File: src/rtl/bcd_sum_display.sv
// Collects digit-serial BCD sums (LSD first) into a 4-digit register and drives a
// multiplexed active-low 4-digit 7-segment display, with a sticky non-BCD flag.
module bcd_sum_display #(
    parameter int REFRESH_DIV = 100000,
    parameter bit BLANK_LZ    = 1'b1
) (
    input  logic       clk,
    input  logic       rst_n,
    input  logic       load,
    input  logic [3:0] sum_in,
    input  logic       cout_in,
    input  logic       clear,
    output logic [6:0] seg,
    output logic       dp,
    output logic [3:0] an,
    output logic       frame_done,
    output logic       bcd_err
);

    localparam int CNT_W = $clog2(REFRESH_DIV);

    localparam logic [6:0] SEG_BLANK = 7'b1111111;
    localparam logic [6:0] SEG_DASH  = 7'b0111111;

    logic [3:0][3:0]   r_digits;      // [3] = d3 (MSD), [0] = d0 (LSD)
    logic              r_carry;
    logic [1:0]        r_dig_cnt;
    logic [CNT_W-1:0]  r_refresh_cnt;
    logic [1:0]        r_scan_idx;
    logic [6:0]        r_seg;
    logic              r_dp;
    logic [3:0]        r_an;
    logic              r_frame_done;
    logic              r_bcd_err;

    logic              w_load;
    logic              w_refresh_wrap;
    logic [3:0]        w_zero;
    logic [3:0]        w_blank;
    logic [3:0]        w_digit;
    logic [6:0]        w_seg_next;

    function automatic logic [6:0] seg_decode(input logic [3:0] v);
        case (v)
            4'd0:    seg_decode = 7'b1000000;
            4'd1:    seg_decode = 7'b1111001;
            4'd2:    seg_decode = 7'b0100100;
            4'd3:    seg_decode = 7'b0110000;
            4'd4:    seg_decode = 7'b0011001;
            4'd5:    seg_decode = 7'b0010010;
            4'd6:    seg_decode = 7'b0000010;
            4'd7:    seg_decode = 7'b1111000;
            4'd8:    seg_decode = 7'b0000000;
            4'd9:    seg_decode = 7'b0010000;
            default: seg_decode = SEG_DASH;
        endcase
    endfunction

    assign w_load         = load && !clear;
    assign w_refresh_wrap = (r_refresh_cnt == CNT_W'(REFRESH_DIV - 1));

    // A digit is a leading zero only if it and every digit above it are zero.
    always_comb begin
        for (int k = 0; k < 4; k++) begin
            w_zero[k] = (r_digits[k] == 4'd0);
        end
        w_blank    = 4'b0000;
        if (BLANK_LZ) begin
            w_blank[3] = w_zero[3];
            w_blank[2] = w_zero[3] && w_zero[2];
            w_blank[1] = w_zero[3] && w_zero[2] && w_zero[1];
        end
        w_digit    = r_digits[r_scan_idx];
        w_seg_next = w_blank[r_scan_idx] ? SEG_BLANK : seg_decode(w_digit);
    end

    // NOTE: the digit store is a handful of flops that must read 0 after reset,
    // so it is reset like any other register rather than left as uninitialised RAM.
    always_ff @(posedge clk or negedge rst_n) begin
        if (!rst_n) begin
            r_digits     <= '0;
            r_carry      <= 1'b0;
            r_dig_cnt    <= 2'd0;
            r_frame_done <= 1'b0;
            r_bcd_err    <= 1'b0;
        end else begin
            r_frame_done <= w_load && (r_dig_cnt == 2'd3);
            if (clear) begin
                r_digits  <= '0;
                r_carry   <= 1'b0;
                r_dig_cnt <= 2'd0;
                r_bcd_err <= 1'b0;
            end else if (load) begin
                r_digits  <= {sum_in, r_digits[3:1]};
                r_carry   <= cout_in;
                r_dig_cnt <= r_dig_cnt + 2'd1;
                if (sum_in > 4'd9) begin
                    r_bcd_err <= 1'b1;
                end
            end
        end
    end

    // Scan logic is independent of clear so the display never glitches on a clear.
    always_ff @(posedge clk or negedge rst_n) begin
        if (!rst_n) begin
            r_refresh_cnt <= '0;
            r_scan_idx    <= 2'd0;
            r_an          <= 4'b1110;
            r_seg         <= 7'b1000000;
            r_dp          <= 1'b1;
        end else begin
            if (w_refresh_wrap) begin
                r_refresh_cnt <= '0;
                r_scan_idx    <= r_scan_idx + 2'd1;
            end else begin
                r_refresh_cnt <= r_refresh_cnt + 1'b1;
            end
            r_an  <= ~(4'b0001 << r_scan_idx);
            r_seg <= w_seg_next;
            r_dp  <= !((r_scan_idx == 2'd3) && r_carry);
        end
    end

    assign seg        = r_seg;
    assign dp         = r_dp;
    assign an         = r_an;
    assign frame_done = r_frame_done;
    assign bcd_err    = r_bcd_err;

endmodule
File: config.mk
export PLATFORM = sky130hd
export DESIGN_NAME = bcd_sum_display
export DESIGN_NICKNAME = d
export VERILOG_FILES = /design/src/rtl/bcd_sum_display.sv
export SDC_FILE = /design/constraint.sdc
export NUM_CORES = 1
export LEC_CHECK = 0
export CAP_MARGIN = 30
export CORE_MARGIN = 2
export CORE_UTILIZATION = 40
export DETAILED_ROUTE_END_ITERATION = 10
export GPL_TIMING_DRIVEN = 0
export PLACE_DENSITY = 0.58
export RECOVER_POWER = 25
export SLEW_MARGIN = 10
export SYNTH_ARGS = -nofsm -noshare
export SYNTH_HDL_FRONTEND = slang
export SYNTH_SLANG_ARGS = --single-unit
File: constraint.sdc
create_clock -name clk -period 1.65 [get_ports clk]
set_input_delay 0.495 -clock clk [delete_from_list [all_inputs] [get_ports clk]]
set_output_delay 0.495 -clock clk [all_outputs]
set_load 0.005 [all_outputs]
==> results of run 1 <==
[what timing repair did]
action,CTS,global route
pin swaps,5,13
gates cloned,0,1
endpoints found under the setup margin,24,25
setup buffers,13,9
gates resized for setup,19,31
[layer usage]
layer  share of wire (%)  vias up  track usage, %
li1                    -      831               -
met1                  49      796            21.4
met2                  45       28            22.3
met3                 4.1        6            3.37
met4                 1.7        0            6.67
met5                   0        -               0
[cell type report]
| type | count | area, um2 |
|---|---|---|
| Multi-Input combinational cell | 142 | 1190 |
| Inverter | 11 | 46.3 |
| Clock inverter | 1 | 5.00 |
| Fill cell | 522 | 2720 |
| Sequential cell | 52 | 1310 |
| Tap cell | 75 | 93.8 |
| Clock buffer | 7 | 76.3 |
| Timing Repair Buffer | 45 | 409 |
| Buffer | 9 | 65.1 |
[through the flow]
step	instance area (um2)	power, mW	worst slack, ps
after floorplan	2490	1.40	-34.9
after global placement	2790	1.47	-1490
after detailed placement	2810	1.47	-193
after CTS	3030	2.18	-125
after global routing	3200	2.25	-227
final	3200	2.14	-138
[flip-flops by register name, summed over array words and instances, names as in the netlist]
name and flops:
r_dig_cnt 2, seg 7, bcd_err 1, r_carry 1, r_scan_idx 2, frame_done 1
r_digits 16, dp 1, r_refresh_cnt 17, an 4
[power by group through the flow]
stage	clock network, mW	logic, mW	registers (mW)
after floorplan	0	0.0658	1.33
after global placement	0	0.130	1.34
after detailed placement	0	0.137	1.34
after CTS	0.726	0.139	1.31
after global routing	0.787	0.151	1.32
final	0.701	0.132	1.31
[cell families (layout without fill, tap and decap cells)]
| logic type | Yosys count | count (layout) | synth area share (%) |
|---|---|---|---|
| AO/OA/AOI/OAI | 18 | 18 | 4.16 |
| XOR/XNOR | 15 | 15 | 5.33 |
| adder cells (fa/ha/maj) | 12 | 12 | 6.09 |
| multiplexers | 24 | 24 | 11.8 |
| flip-flops | 52 | 52 | 53.1 |
| AND/OR/NAND/NOR | 73 | 73 | 15.3 |
| buffers and inverters | 21 | 73 | 4.16 |
[worst max path at each step]
stage                   endpoint  slack, ps  depth (start not counted)           from
2_1_floorplan             seg[3]        -30                          7  r_scan_idx[0]
3_3_place_gp   r_refresh_cnt[14]      -1490                          1          rst_n
3_5_place_dp              seg[0]       -190                          7  r_scan_idx[1]
4_1_cts                   seg[4]       -130                          6  r_scan_idx[0]
5_1_grt                   seg[4]       -230                          6  r_scan_idx[0]
6_report                  seg[4]       -140                          6  r_scan_idx[0]
[layout by cell type, fill, tap and decap left out, drive strengths merged, types with 2 or more instances in the layout]
master / n
buf: 30
dlymetal6s2s: 7
nor2b: 2
nor3: 5
clkdlybuf4s50: 7
nor4: 2
or4: 2
nand2: 12
xnor2: 11
dfrtp: 47
o21ai: 6
o31a: 2
or3: 2
mux4: 4
mux2i: 19
and4: 3
nand4: 3
xor2: 4
a21oi: 8
clkbuf: 11
dlygate4sd2: 6
nor2: 29
nand3: 6
inv: 11
ha: 12
or2: 2
dfstp: 5
[worst max-delay path, stage by stage (launching register included)]
cell and delay, ps:
dfrtp_1 380, buf_6 140, mux4_2 600, inv_4 130, ha_4 130, mux2i_1 60, o31a_1 250
==> flow_summary.json, run 1 <==
{
  "status": "complete, but fails checks",
  "failed_checks": "setup timing",
  "grt_pass1_wl_um": 7780,
  "finalNonFillerCells": 342,
  "cts_hold_buf": 0,
  "reg2reg_depth": 6,
  "synth_top_area_share_pct": 47.7,
  "fin_nets": 287,
  "pwr-share-clk_pct": 32.7,
  "cp_data_arrival_time_ps": 1980,
  "diodes": 0,
  "synth_seq_cells": 52,
  "detail-route-antenna-nets": 0,
  "dp_hpwl_um": 3000,
  "crit_fanout": 7,
  "finalClockSkew_ps": 2.91,
  "end_kind": "flop",
  "start_kind": "flop",
  "maxCapViolations": 0,
  "min_period_over_period_pct": 108,
  "numPortBuffers": 21,
  "drv_slew": 0,
  "area_growth_syn_to_layout_pct": 29.8,
  "synth.distinct_cells": 39,
  "synth_nets": 236,
  "clkSinkCount": 52,
  "drt-initial-drc-count": 77,
  "clock_latency_ps": 300,
  "fin_util_pct": 54.0,
  "place_inst": 312,
  "ys.flop_type": "dfrtp_1",
  "setup_violations": 10,
  "syn_avg_cell_area_um2": 11.5,
  "routed_wl_um": 4520,
  "top_level_ports": 23,
  "p_int_mw": 1.65,
  "leakage_nw": 1.56,
  "r2r-end": "seg[4]",
  "synth_common_cells": "47 x dfrtp_1, 29 x nor2_1, 19 x mux2i_1",
  "min_path_type": "in -> async",
  "grt_pass1_vias": 1618,
  "rsz0062_at_grt": "true",
  "numCtsBuffers": 5,
  "gp_routability_congestion": 0.774,
  "yosysMostFrequentCell": "dfrtp_1",
  "max_freq_ghz": 0.559,
  "cts_max_path_buffers": 2,
  "p_switching_mw": 0.492,
  "cts_tree": "yes",
  "hold_violations": 0,
  "grt.overflow.total": 0,
  "htree_num_levels": 2,
  "synthCells": 215,
  "root_buffer": "clkbuf_8",
  "grt_max_degree": 32,
  "core_region_area_mm2": 0.00592,
  "grt_use_total_pct": 15.2,
  "hold_slack_ps": 384,
  "die_w_um": 82.5,
  "reg2reg_from": "r_scan_idx[0]",
  "die_h_um": 82.5,
  "std_cell_rows": 28,
  "required_ps": 1840,
  "rrSetupSlack_ps": -140,
  "netlist_area_mm2": 0.00246,
  "start_util_pct": 41.6,
  "powerDensity_mw_per_mm2": 671,
  "layout-drive-gt1-share_pct": 27.0,
  "min_period_ps": 1790,
  "antenna_found_initial": 0,
  "worst_pin_slew_ps": 1130,
  "viasPerCell": 4.86,
  "worstSetupPathType": "reg -> reg",
  "yosys.area.top_type": "dfrtp_1",
  "drtPass1Iterations": 4,
  "final.setup.tns_ps": -723,
  "comb_power_share_pct": 6.1,
  "yosysWarnings": 0,
  "die-area_mm2": 0.00680,
  "ir_worst_vdd_mv": 0.351,
  "ys_seq_area_share_pct": 53.1,
  "switching_share_pct": 22.9,
  "synth_area_leaders": "dfrtp_1 48%, mux2i_1 7.7%, ha_1 6.1%",
  "drc": 0,
  "p_seq_share_pct": 61.2,
  "wire_per_inst_um": 13.2,
  "timing.final.ws_setup_ps": -138,
  "relSlewSlack_pct": 24.7,
  "synth-edff-count": 0,
  "path_clk_slew_ps": 90,
  "async_flop_share_pct": 100,
  "vias": 1661
}
No activity file was read; power rests on OpenSTA's default activity.
==> run 2, diff against run 1 <==
--- a/config.mk
+++ b/config.mk
@@ -9,8 +9,9 @@
 export CORE_MARGIN = 2
 export CORE_UTILIZATION = 40
 export DETAILED_ROUTE_END_ITERATION = 10
+export DONT_BUFFER_PORTS = 1
 export GPL_TIMING_DRIVEN = 0
-export PLACE_DENSITY = 0.58
+export PLACE_DENSITY = 0.53
 export RECOVER_POWER = 25
 export SLEW_MARGIN = 10
 export SYNTH_ARGS = -nofsm -noshare
==> run 2 against run 1 <==
  * The run still ends with setup timing left
  * Hold slack worse by 41 ps
  * Combinational power is 17% lower
  * Count of clock-buffer cells in the layout rose by 1
  * Cell area shrank 7.9%
  * Non-clock buffer count fell by 20
  * Die area did not move
  * Power rose by 1.7%
  * Clock power rose by 8.0%
  * Largest cell class unchanged
  * Highest routed layer unchanged
==> flow_summary.json, run 2 (synthesized netlist as in run 1, its figures left out) <==
{
  "whs_path_depth": 2,
  "grt_max_degree": 48,
  "largest_reg_flops": 17,
  "min_path_type": "in -> reg",
  "top_level_ports": 23,
  "grt.overflow.total": 0,
  "dp_hpwl_um": 2850,
  "layout_common_cells": "46 x dfrtp_1, 23 x nor2_1, 21 x buf_4",
  "maxCapViolations": 0,
  "fin_util_pct": 49.7,
  "rsz0062_at_grt": "true",
  "drv_slew": 0,
  "setup_violations": 9,
  "whs_endpoint": "r_digits[12]",
  "drc": 0,
  "routed_wl_um": 4530,
  "numCtsBuffers": 5,
  "grt_pass1_wl_um": 7430,
  "viasPerCell": 4.97,
  "cts_tree": "yes",
  "grt_pass1_vias": 1520,
  "area_growth_syn_to_layout_pct": 19.6,
  "cts_max_path_buffers": 2,
  "gp_routability_congestion": 0.766,
  "detail-route-antenna-nets": 0,
  "timing.final.ws_setup_ps": -90.6,
  "cp_data_arrival_time_ps": 1970,
  "vias": 1601,
  "reg2reg_from": "r_scan_idx[0]",
  "die_h_um": 82.5,
  "min_period_over_period_pct": 105,
  "finalClockSkew_ps": 5.05,
  "drt-initial-drc-count": 31,
  "path_clk_slew_ps": 90,
  "crit_slowest_cell": "mux4_2",
  "start_util_pct": 41.6,
  "min_from": "sum_in[0]",
  "std_cell_rows": 28,
  "leakage_nw": 1.36,
  "grt_use_total_pct": 14.8,
  "htree_num_levels": 2,
  "numPortBuffers": 0,
  "clock_latency_ps": 310,
  "relSlewSlack_pct": 22.2,
  "powerDensity_mw_per_mm2": 740,
  "start_kind": "flop",
  "path_cells": "buf_6 > mux4_2 > inv_2 > ha_2 > nor2b_4 > a21oi_2 > o21ai_1",
  "largest-register": "r_refresh_cnt",
  "rrSetupSlack_ps": -90,
  "failed_checks": "setup timing",
  "required_ps": 1880,
  "fin_nets": 267,
  "worst_pin_slew_ps": 1170,
  "min_period_ps": 1740,
  "ir_worst_vdd_mv": 0.378,
  "clkSinkCount": 52,
  "r2r-end": "seg[0]",
  "diodes": 0,
  "antenna_found_initial": 0,
  "layout-drive-gt1-share_pct": 27.5,
  "end_kind": "flop",
  "final.fill_count": 562,
  "final.setup.tns_ps": -476,
  "final_common_cell": "dfrtp_1",
  "place_area_mm2": 0.00258,
  "crit_fanout": 5,
  "cpPeakStageDelay_ps": 560,
  "worstSetupPathType": "reg -> reg",
  "die_w_um": 82.5,
  "die-area_mm2": 0.00680,
  "root_buffer": "clkbuf_8",
  "hold_violations": 0,
  "status": "complete, but fails checks",
  "design_area_mm2": 0.00295,
  "drtPass1Iterations": 4,
  "reg2reg_depth": 7,
  "wire_per_inst_um": 14.1,
  "max_freq_ghz": 0.574,
  "core_region_area_mm2": 0.00592
}
run 2: report_power, final:
part,switching [mW],internal (mW)
Combinational,0.0676,0.0420
Sequential,0.0178,1.30
Clock,0.414,0.343
run 2: worst max-delay path: cells and delay by family (launching register included):
family / cells / cell delay (ps)
compound gates: 2 / 170
fa+ha+maj: 1 / 160
buf+inv: 2 / 240
flops: 1 / 380
mux: 1 / 560
simple gates: 1 / 150
run 2: what timing repair did:
action / in CTS / in global routing
hold endpoints to repair: 47 / 3
resized for setup: 5 / 21
endpoints found under the setup margin: 18 / 18
hold buffers: 1 / 2
pin swaps: 1 / 6
setup buffers: 12 / 9
cloned: 0 / 1
run 2: routing by layer:
metal	track usage (%)	vias to the layer above	share of wire, %
li1	-	791	-
met1	20.6	773	52
met2	21.6	29	42
met3	3.26	8	4.2
met5	0	-	0
met4	7.50	0	2.2
run 2: per-stage QoR:
stage	cells	setup slack, ps	hold WS, ps	total power [mW]
floorplan	215	-34.9	199	1.40
global placement	290	-193	201	1.42
detailed placement	290	-226	201	1.42
CTS	310	-89.3	7.71	2.21
global route	322	-183	341	2.27
finish	322	-90.6	343	2.18
run 2: final cells by class:
cell class                 count  area [um2]  area share, %
sequential                    52        1310           44.4
tap                           75        93.8           3.19
clock buffer                   8        90.1           3.06
inverter                      11        41.3           1.40
buffer                         9        65.1           2.21
timing repair buffer          25         194           6.58
multi-input combinational    142        1150           39.1
run 2: worst max path at each step:
| stage | slack (ps) | cells past startpoint | from | endpoint |
|---|---|---|---|---|
| 2_1_floorplan | -30 | 7 | r_scan_idx[0] | seg[3] |
| 3_3_place_gp | -190 | 7 | r_scan_idx[1] | seg[0] |
| 3_5_place_dp | -230 | 6 | r_refresh_cnt[0] | r_scan_idx[1] |
| 4_1_cts | -90 | 6 | r_scan_idx[0] | seg[4] |
| 5_1_grt | -180 | 6 | r_scan_idx[0] | seg[5] |
| 6_report | -90 | 7 | r_scan_idx[0] | seg[0] |
